$ cat src/rtl/multiplicador_if.sv
`default_nettype none
// ============================================================================
//  Module   : multiplicador_if
//  Brief    : Start/busy/done handshake and operand/result bus of the
//             sequential multiply-accumulate unit.
//  Revision : 1.0
// ============================================================================
interface multiplicador_if #(
   parameter int W  = 8,
   parameter int CW = $clog2(W + 1)
);
   logic              start;
   logic [W-1:0]      A;
   logic [W-1:0]      B;
   logic [W-1:0]      C;
   logic [2*W-1:0]    Producto;
   logic              busy;
   logic              done;
   logic [CW-1:0]     conta;

   modport master (
      output start, A, B, C,
      input  Producto, busy, done, conta
   );

   modport slave (
      input  start, A, B, C,
      output Producto, busy, done, conta
   );
endinterface
`default_nettype wire

$ cat src/rtl/multiplicador_secuencial.sv
`default_nettype none
// ============================================================================
//  Module   : multiplicador_secuencial
//  Brief    : Unsigned shift-add multiply-accumulate, Producto = A*B + C,
//             one multiplier bit per clock, fixed W-cycle latency.
//  Revision : 1.0
// ============================================================================
module multiplicador_secuencial #(
   parameter int W  = 8,
   parameter int CW = $clog2(W + 1)
) (
   input  wire              clk,
   input  wire              rst,
   multiplicador_if.slave   bus
);

   typedef enum logic [1:0] {
      S_IDLE = 2'd0,
      S_CALC = 2'd1,
      S_DONE = 2'd2
   } state_t;

   state_t            r_state;
   state_t            w_state_next;

   logic [2*W-1:0]    r_acc;
   logic [2*W-1:0]    r_mcand;
   logic [W-1:0]      r_mplier;
   logic [CW-1:0]     r_conta;
   logic [2*W-1:0]    r_producto;

   logic [2*W-1:0]    w_acc_sum;
   logic              w_last;
   logic              w_busy;
   logic              w_done;

   // The sum cannot carry out of 2W bits: worst case is 2^2W - 2^W.
   assign w_acc_sum = r_mplier[0] ? (r_acc + r_mcand) : r_acc;
   assign w_last    = (r_conta == CW'(W - 1));

   always_ff @(posedge clk) begin
      if (!rst) begin
         r_state <= S_IDLE;
      end else begin
         r_state <= w_state_next;
      end
   end

   always_comb begin
      w_state_next = r_state;
      w_busy       = 1'b0;
      w_done       = 1'b0;
      case (r_state)
         S_IDLE: begin
            if (bus.start) begin
               w_state_next = S_CALC;
            end
         end
         S_CALC: begin
            w_busy = 1'b1;
            if (w_last) begin
               w_state_next = S_DONE;
            end
         end
         S_DONE: begin
            w_done       = 1'b1;
            w_state_next = S_IDLE;
         end
         default: begin
            w_state_next = S_IDLE;
         end
      endcase
   end

   always_ff @(posedge clk) begin
      if (!rst) begin
         r_acc      <= '0;
         r_mcand    <= '0;
         r_mplier   <= '0;
         r_conta    <= '0;
         r_producto <= '0;
      end else begin
         case (r_state)
            S_IDLE: begin
               if (bus.start) begin
                  r_acc    <= {{W{1'b0}}, bus.C};
                  r_mcand  <= {{W{1'b0}}, bus.A};
                  r_mplier <= bus.B;
                  r_conta  <= '0;
               end
            end
            S_CALC: begin
               r_acc    <= w_acc_sum;
               r_mcand  <= r_mcand << 1;
               r_mplier <= r_mplier >> 1;
               r_conta  <= r_conta + CW'(1);
               if (w_last) begin
                  r_producto <= w_acc_sum;
               end
            end
            default: begin
            end
         endcase
      end
   end

   assign bus.Producto = r_producto;
   assign bus.busy     = w_busy;
   assign bus.done     = w_done;
   assign bus.conta    = r_conta;

endmodule
`default_nettype wire

$ cat src/flat_wrapper.sv
// flat-port wrapper written by rule: the top's interface ports become plain ports
module multiplicador_secuencial_flat 
#(
   parameter int W  = 8,
   parameter int CW = $clog2(W + 1)
)
  (clk, rst, bus_start, bus_A, bus_B, bus_C, bus_Producto, bus_busy, bus_done, bus_conta);
  multiplicador_if #(.W(W), .CW(CW)) bus_i ();
  input  wire clk;
  input  wire rst;
  input wire logic [$bits(bus_i.start)-1:0] bus_start;
  input wire logic [$bits(bus_i.A)-1:0] bus_A;
  input wire logic [$bits(bus_i.B)-1:0] bus_B;
  input wire logic [$bits(bus_i.C)-1:0] bus_C;
  output wire logic [$bits(bus_i.Producto)-1:0] bus_Producto;
  output wire logic [$bits(bus_i.busy)-1:0] bus_busy;
  output wire logic [$bits(bus_i.done)-1:0] bus_done;
  output wire logic [$bits(bus_i.conta)-1:0] bus_conta;
  assign bus_i.start = bus_start;
  assign bus_i.A = bus_A;
  assign bus_i.B = bus_B;
  assign bus_i.C = bus_C;
  assign bus_Producto = bus_i.Producto;
  assign bus_busy = bus_i.busy;
  assign bus_done = bus_i.done;
  assign bus_conta = bus_i.conta;
  multiplicador_secuencial #(.W(W), .CW(CW)) u_core (.clk(clk), .rst(rst), .bus(bus_i));
endmodule
$ cat config.mk
export PLATFORM = sky130hd
export DESIGN_NAME = multiplicador_secuencial_flat
export DESIGN_NICKNAME = d
export VERILOG_FILES = /design/src/rtl/multiplicador_if.sv /design/src/rtl/multiplicador_secuencial.sv /design/src/flat_wrapper.sv
export SDC_FILE = /design/constraint.sdc
export NUM_CORES = 1
export LEC_CHECK = 0
export BUFFER_PORTS_ARGS = -buffer_cell sky130_fd_sc_hd__buf_2
export CAP_MARGIN = 20
export CELL_PAD_IN_SITES_DETAIL_PLACEMENT = 0
export CELL_PAD_IN_SITES_GLOBAL_PLACEMENT = 1
export CORE_MARGIN = 2
export CORE_UTILIZATION = 46
export DETAILED_ROUTE_END_ITERATION = 7
export GPL_TIMING_DRIVEN = 0
export HOLD_SLACK_MARGIN = 0.06
export PLACE_DENSITY_LB_ADDON = 0.1
export SLEW_MARGIN = 5
export SYNTH_ARGS = -nofsm -noshare
export SYNTH_HDL_FRONTEND = slang
export SYNTH_SLANG_ARGS = --single-unit
$ cat constraint.sdc
create_clock -name clk -period 5.8 [get_ports clk]
set_input_delay 0 -clock clk [delete_from_list [all_inputs] [get_ports clk]]
set_output_delay 0 -clock clk [all_outputs]
set_load 0.03 [all_outputs]
==> results.toml, run 1 <==
[setup_path]
cp.arrival_ns = 2.98
worst-path-max-fanout = 4
slowest_delay_ns = 0.66
cpMaxStageDelayCell = "a2111oi_0"
startpoint_type = "flop"
path_buf_inv = 0
crit_required_ns = 6.04
critical_path_class = "reg2reg"
critPathTopFamily = "compound AO/OA/AOI/OAI gates"
path_cells = "ha_1, fa_1, a21oi_1, o21ai_1, a2111oi_0, o21ai_1, nor3b_1, a21o_1"
reg2reg_slack_ns = 3.06
cp_common_cell = "o21ai_1"
setup.worst_path.end_class = "flop"

[synthesis]
ys_types = 57
yosysMostFrequentCell = "dfxtp_1"
syn_area_per_cell_um2 = 8.305
synth_edf_count = 0
async_flop_share_pct = 0
ys_ff_latch = 62
synth_fp_nets = 452
synthTopCellsByArea = "dfxtp_1, a21oi_1, ha_1"
syn_area_um2 = 3388
synth_top_cell_area_share_pct = 36.63
yosys_warnings = 0
synth_ff_type = "dfxtp_1"
yosysTopAreaCell = "dfxtp_1"
synthCells = 408
synthTopCellsByCount = "dfxtp_1, nor2_1, nand2_1, a21oi_1, o21ai_0"
synth-seq-area-share_pct = 36.63

[timing]
setup_tns_ns = 0
clock_skew_ns = 0.01278
worst_slew_pin_slew_ns = 0.6594
setup_viol = 0
rsz0062_at_grt = "false"
slew_viol_final = 0
hold_viol = 0
min_period_ns = 2.739
clock.fmax_mhz = 365.1
max_slew_margin_pct = 54.91
finalCritPeriodShare_pct = 47.22
hold_slack_ns = 0.08701

[floorplanning]
rows = 31
core_um2 = 7176
start_util_pct = 47.22
die_height_um = 89.83
io_pins = 49
fp.dieArea_um2 = 8069
die_w_um = 89.83

[clock_tree]
htree_levels = 3
cts_resized = 0
cts_buffers = 9
post_cts_buffers = 0
cts.clk_slew.worst_paths_ns = 0.07
holdBufCountCts = 11
clock_tree.root_cell = "clkbuf_8"
clockBufferDepth = 2
clk_latency_ns = 0.34
cts_tree = "yes"
cts_sinks = 62

[pwr]
powerDensity_nw_per_um2 = 239.3
ir_drop_uv = 108.8
leakagePower_nw = 1.682

[placement]
dp_hpwl_mm = 6.949
gp_congestion = 0.8316
portBuffers = 46

[finish]
synthToLayoutAreaGrowth_pct = 19.28
layout-drive-gt1-share_pct = 17.08
layout.nets = 520
n_antenna_cell = 0

[detailed_routing]
routed_wl_mm = 9.203
wire_per_inst_um = 15.89
vias = 3291
ant_nets = 0
via_per_inst = 5.684
drc = 0
drt_pass1_iterations = 4
drtIter0Drc = 123

[outcome]
status = "finished, final reports clean"

[global_route]
grt_util_all_layers_pct = 23.56
grt_pass1_vias = 3123
grt_antenna_before_repair = 0
overflow = 0
grt_pass1_wl_mm = 15.40
grt_max_degree = 11

[run]
drv_cap = 0

[worst_hold_path]
holdCritPathClass = "in2reg"
[power breakdown]
group	switching, mW	total (mW)	internal (mW)
clock network	0.162	0.369	0.206
registers	0.0155	0.457	0.441
logic	0.0823	0.142	0.0594
total	0.260	0.967	0.707
[final cells by class]
type,instances,area (um^2)
repair buffers,57,340.3
plain buffers,24,92.59
flip-flops and latches,62,1241
well taps,99,123.9
clock inverters,4,47.55
fillers,701,3134
inverters,9,33.78
multi-input cells,313,2021
clock buffers,11,141.4
[state kept, by name, indices dropped and copies added, names as in the netlist]
| signal | cells |
|---|---|
| u_core.r_mplier | 8 |
| u_core.r_acc | 16 |
| u_core.r_mcand | 16 |
| u_core.bus.Producto | 16 |
| u_core.bus.conta | 4 |
| u_core.r_state | 2 |
[path summary, 6_finish.rpt]
check,depth (start not counted),to,start
max,8,u_core.r_acc[8],u_core.r_mcand[0]
min,4,u_core.r_mcand[5],bus_A[5]
max reg2reg,8,u_core.r_acc[8],u_core.r_mcand[0]
min reg2reg,2,u_core.r_mplier[2],u_core.r_mplier[3]
[tightest hold or removal path, stage by stage]
cell       delay, ns
buf_2           0.07
nor2_1          0.03
a2bb2oi_1       0.11
o221a_2         0.18
[layer usage]
layer	vias to the layer above	global-route usage (%)	routed length, um
met5	-	0	0
met4	0	6.923	121
met3	16	4.275	524
met2	73	37.50	4077
met1	1561	32.81	4480
li1	1641	-	-
[metrics by stage]
stage	power, mW	utilization, %	instance area (um^2)	std cells	worst slack [ns]
after floorplan	0.5610	-	3388	408	3.514
after global placement	0.5990	52.15	3742	553	3.151
after detailed placement	0.6010	52.15	3742	553	3.112
after CTS	0.9750	56.32	4041	579	3.066
after global routing	1.014	56.32	4041	579	2.836
final	0.9671	56.32	4041	579	3.061
[logic make-up (layout without fill, tap and decap cells)]
logic type | count (synthesis) | after routing | synth area share, %
simple gates | 136 | 136 | 18.76
buf+inv | 33 | 105 | 3.730
mux | 5 | 5 | 1.477
flops | 62 | 62 | 36.63
xor+xnor | 11 | 11 | 2.844
compound gates | 144 | 144 | 30.06
fa+ha+maj | 17 | 17 | 6.499
[layout by cell type, fill, tap and decap left out, types with 6 or more instances in the layout]
| master | n |
|---|---|
| a311oi_1 | 10 |
| o21ai_0 | 21 |
| nor2_1 | 49 |
| o22ai_1 | 8 |
| nand2_1 | 43 |
| ha_1 | 16 |
| a22o_1 | 10 |
| dlygate4sd3_1 | 11 |
| buf_2 | 48 |
| clkbuf_8 | 10 |
| a21oi_1 | 40 |
| dfxtp_1 | 62 |
| nor2b_1 | 9 |
| clkbuf_1 | 20 |
| o221a_2 | 7 |
| a211oi_1 | 6 |
| a2bb2oi_1 | 6 |
| inv_1 | 8 |
| xnor2_1 | 8 |
Note: power is estimated with default switching activity, not from simulation.
==> inputs of run 2 (changes only) <==
--- a/config.mk
+++ b/config.mk
@@ -10,7 +10,7 @@
 export CELL_PAD_IN_SITES_DETAIL_PLACEMENT = 0
 export CELL_PAD_IN_SITES_GLOBAL_PLACEMENT = 1
 export CORE_MARGIN = 2
-export CORE_UTILIZATION = 46
+export CORE_UTILIZATION = 38
 export DETAILED_ROUTE_END_ITERATION = 7
 export GPL_TIMING_DRIVEN = 0
 export HOLD_SLACK_MARGIN = 0.06
==> constraint.sdc (replaced) <==
create_clock -name clk -period 2.35 [get_ports clk]
set_input_delay 0 -clock clk [delete_from_list [all_inputs] [get_ports clk]]
set_output_delay 0 -clock clk [all_outputs]
set_load 0.03 [all_outputs]
==> results.toml, run 2 (synthesized netlist as in run 1, its figures left out) <==
[global_route]
grtUsageMet2_pct = 34.28
grt_max_degree = 11
grt_util_all_layers_pct = 21.50
overflow = 0
use_met1_pct = 29.08
grt_antenna_before_repair = 0
grt_pass1_vias = 3232
busiest_layer = "met2"
grtUsageMet3_pct = 3.475
grt_pass1_wl_mm = 16.46

[pwr]
ir_drop_uv = 312.0
leakagePower_nw = 1.723
total_power_mw = 2.568
powerDensity_nw_per_um2 = 617.7

[timing]
worst_slew_pin_slew_ns = 0.7973
max_slew_margin_pct = 46.74
clock.fmax_mhz = 448.4
rsz0062_at_grt = "true"
hold_viol = 0
finalCritPeriodShare_pct = 94.91
clock_skew_ns = 0.007513
slew_viol_final = 0
setup_viol = 0
setup_tns_ns = 0
hold_slack_ns = 0.08828
min_period_ns = 2.230

[setup_path]
path_buf_inv = 2
regToRegStartpoint = "u_core.r_mplier[0]"
setup.worst_path.end_class = "flop"
startpoint_type = "flop"
critical_path_class = "reg2reg"
cp_num_cells = 5
crit_required_ns = 2.64
worst-path-max-fanout = 10
cp.arrival_ns = 2.52
crit_start = "u_core.r_mplier[0]"
reg2reg_depth = 5
path_cells = "clkbuf_1, buf_1, nand2_1, nor3b_1, a21o_1"
cpMaxStageDelayCell = "buf_1"
slowest_delay_ns = 0.56
critPathTopFamily = "buffers and inverters"

[worst_hold_path]
hold_path_depth = 4
min_from = "bus_A[1]"
holdCritPathClass = "in2reg"

[floorplanning]
die_w_um = 98.43
rows = 34
io_pins = 49
fp.dieArea_um2 = 9687
core_um2 = 8678
die_height_um = 98.43
start_util_pct = 39.04

[clock_tree]
cts_buffers = 9
cts.clk_slew.worst_paths_ns = 0.07
cts_sinks = 62
clk_latency_ns = 0.34
clock_tree.root_cell = "clkbuf_8"
htree_levels = 3
clockBufferDepth = 2
cts_tree = "yes"

[detailed_routing]
drtIter0Drc = 136
drt_pass1_iterations = 4
routed_wl_mm = 10.20
wire_per_inst_um = 17.29
drc = 0
ant_nets = 0
vias = 3287
via_per_inst = 5.571

[placement]
dp_hpwl_mm = 7.314
post_dp_cell_area_um2 = 3754
portBuffers = 46
gp_congestion = 0.8562

[finish]
final_common_cell = "dfxtp_1"
final_core_util_pct = 47.91
synthToLayoutAreaGrowth_pct = 22.71
final_cell_mix = "dfxtp_1, buf_2, nor2_1"
design_area_um2 = 4158
layout.nets = 522
nFillCells = 904
layout-drive-gt1-share_pct = 19.71
n_antenna_cell = 0

[outcome]
status = "finished, final reports clean"

[run]
drv_cap = 0
-- run 2: cell types whose count changed in the layout (fill, tap and decap cells not counted), sizes merged --
cell      before  now
clkinvlp       1    0
buf           51   53
bufinv         1    2
-- run 2: power breakdown --
| group | total [mW] | leakage (nW) | internal [mW] | switching, mW |
|---|---|---|---|---|
| logic | 0.373 | 1.10 | 0.153 | 0.220 |
| registers | 1.13 | 0.505 | 1.09 | 0.0398 |
| clock network | 1.07 | 0.115 | 0.646 | 0.421 |
| total | 2.57 | 1.72 | 1.89 | 0.681 |
-- run 2: path summary, 6_finish.rpt --
check                                          to  slack [ns]
worst max register to register    u_core.r_acc[8]        0.12
worst min register to register   u_core.r_acc[13]        0.48
worst max-delay path              u_core.r_acc[8]        0.12
worst min-delay path            u_core.r_mcand[1]        0.09
-- run 2: routing by layer --
layer	wire, um	up-vias
met3	496	23
met1	4907	1528
li1	-	1648
met4	271	0
met2	4526	88
met5	0	-
-- run 2: worst reg2reg max path: stages, from the launching register on --
cell and delay [ns]:
dfxtp_1 0.47, clkbuf_1 0.47, buf_1 0.57, nand2_1 0.28, nor3b_1 0.29, a21o_1 0.11
-- run 2: timing repair --
| item | CTS | global route |
|---|---|---|
| pin swaps | 1 | 4 |
| buffers inserted | 0 | 2 |
| endpoints found under the hold margin | 11 | 0 |
| setup endpoints to repair | 5 | 21 |
| cloned | 0 | 0 |
| resized for setup | 4 | 10 |
| hold buffers | 11 | 0 |
-- run 2: final cells by class --
| class | count | area [um^2] | area share [%] |
|---|---|---|---|
| buffer | 24 | 93.84 | 2.257 |
| clock buffer | 11 | 151.4 | 3.641 |
| clock inverter | 4 | 70.07 | 1.685 |
| inverter | 9 | 33.78 | 0.8125 |
| multi-input combinational | 313 | 2077 | 49.95 |
| sequential | 62 | 1241 | 29.85 |
| tap | 108 | 135.1 | 3.250 |
| timing repair buffer | 59 | 355.3 | 8.546 |
-- run 2: through the flow --
step	cells	worst slack (ns)
finish	590	0.1196
global route	590	-0.02690
CTS	588	0.007746
detailed placement	562	-0.2942
global placement	562	-0.3216
floorplan	408	0.06426
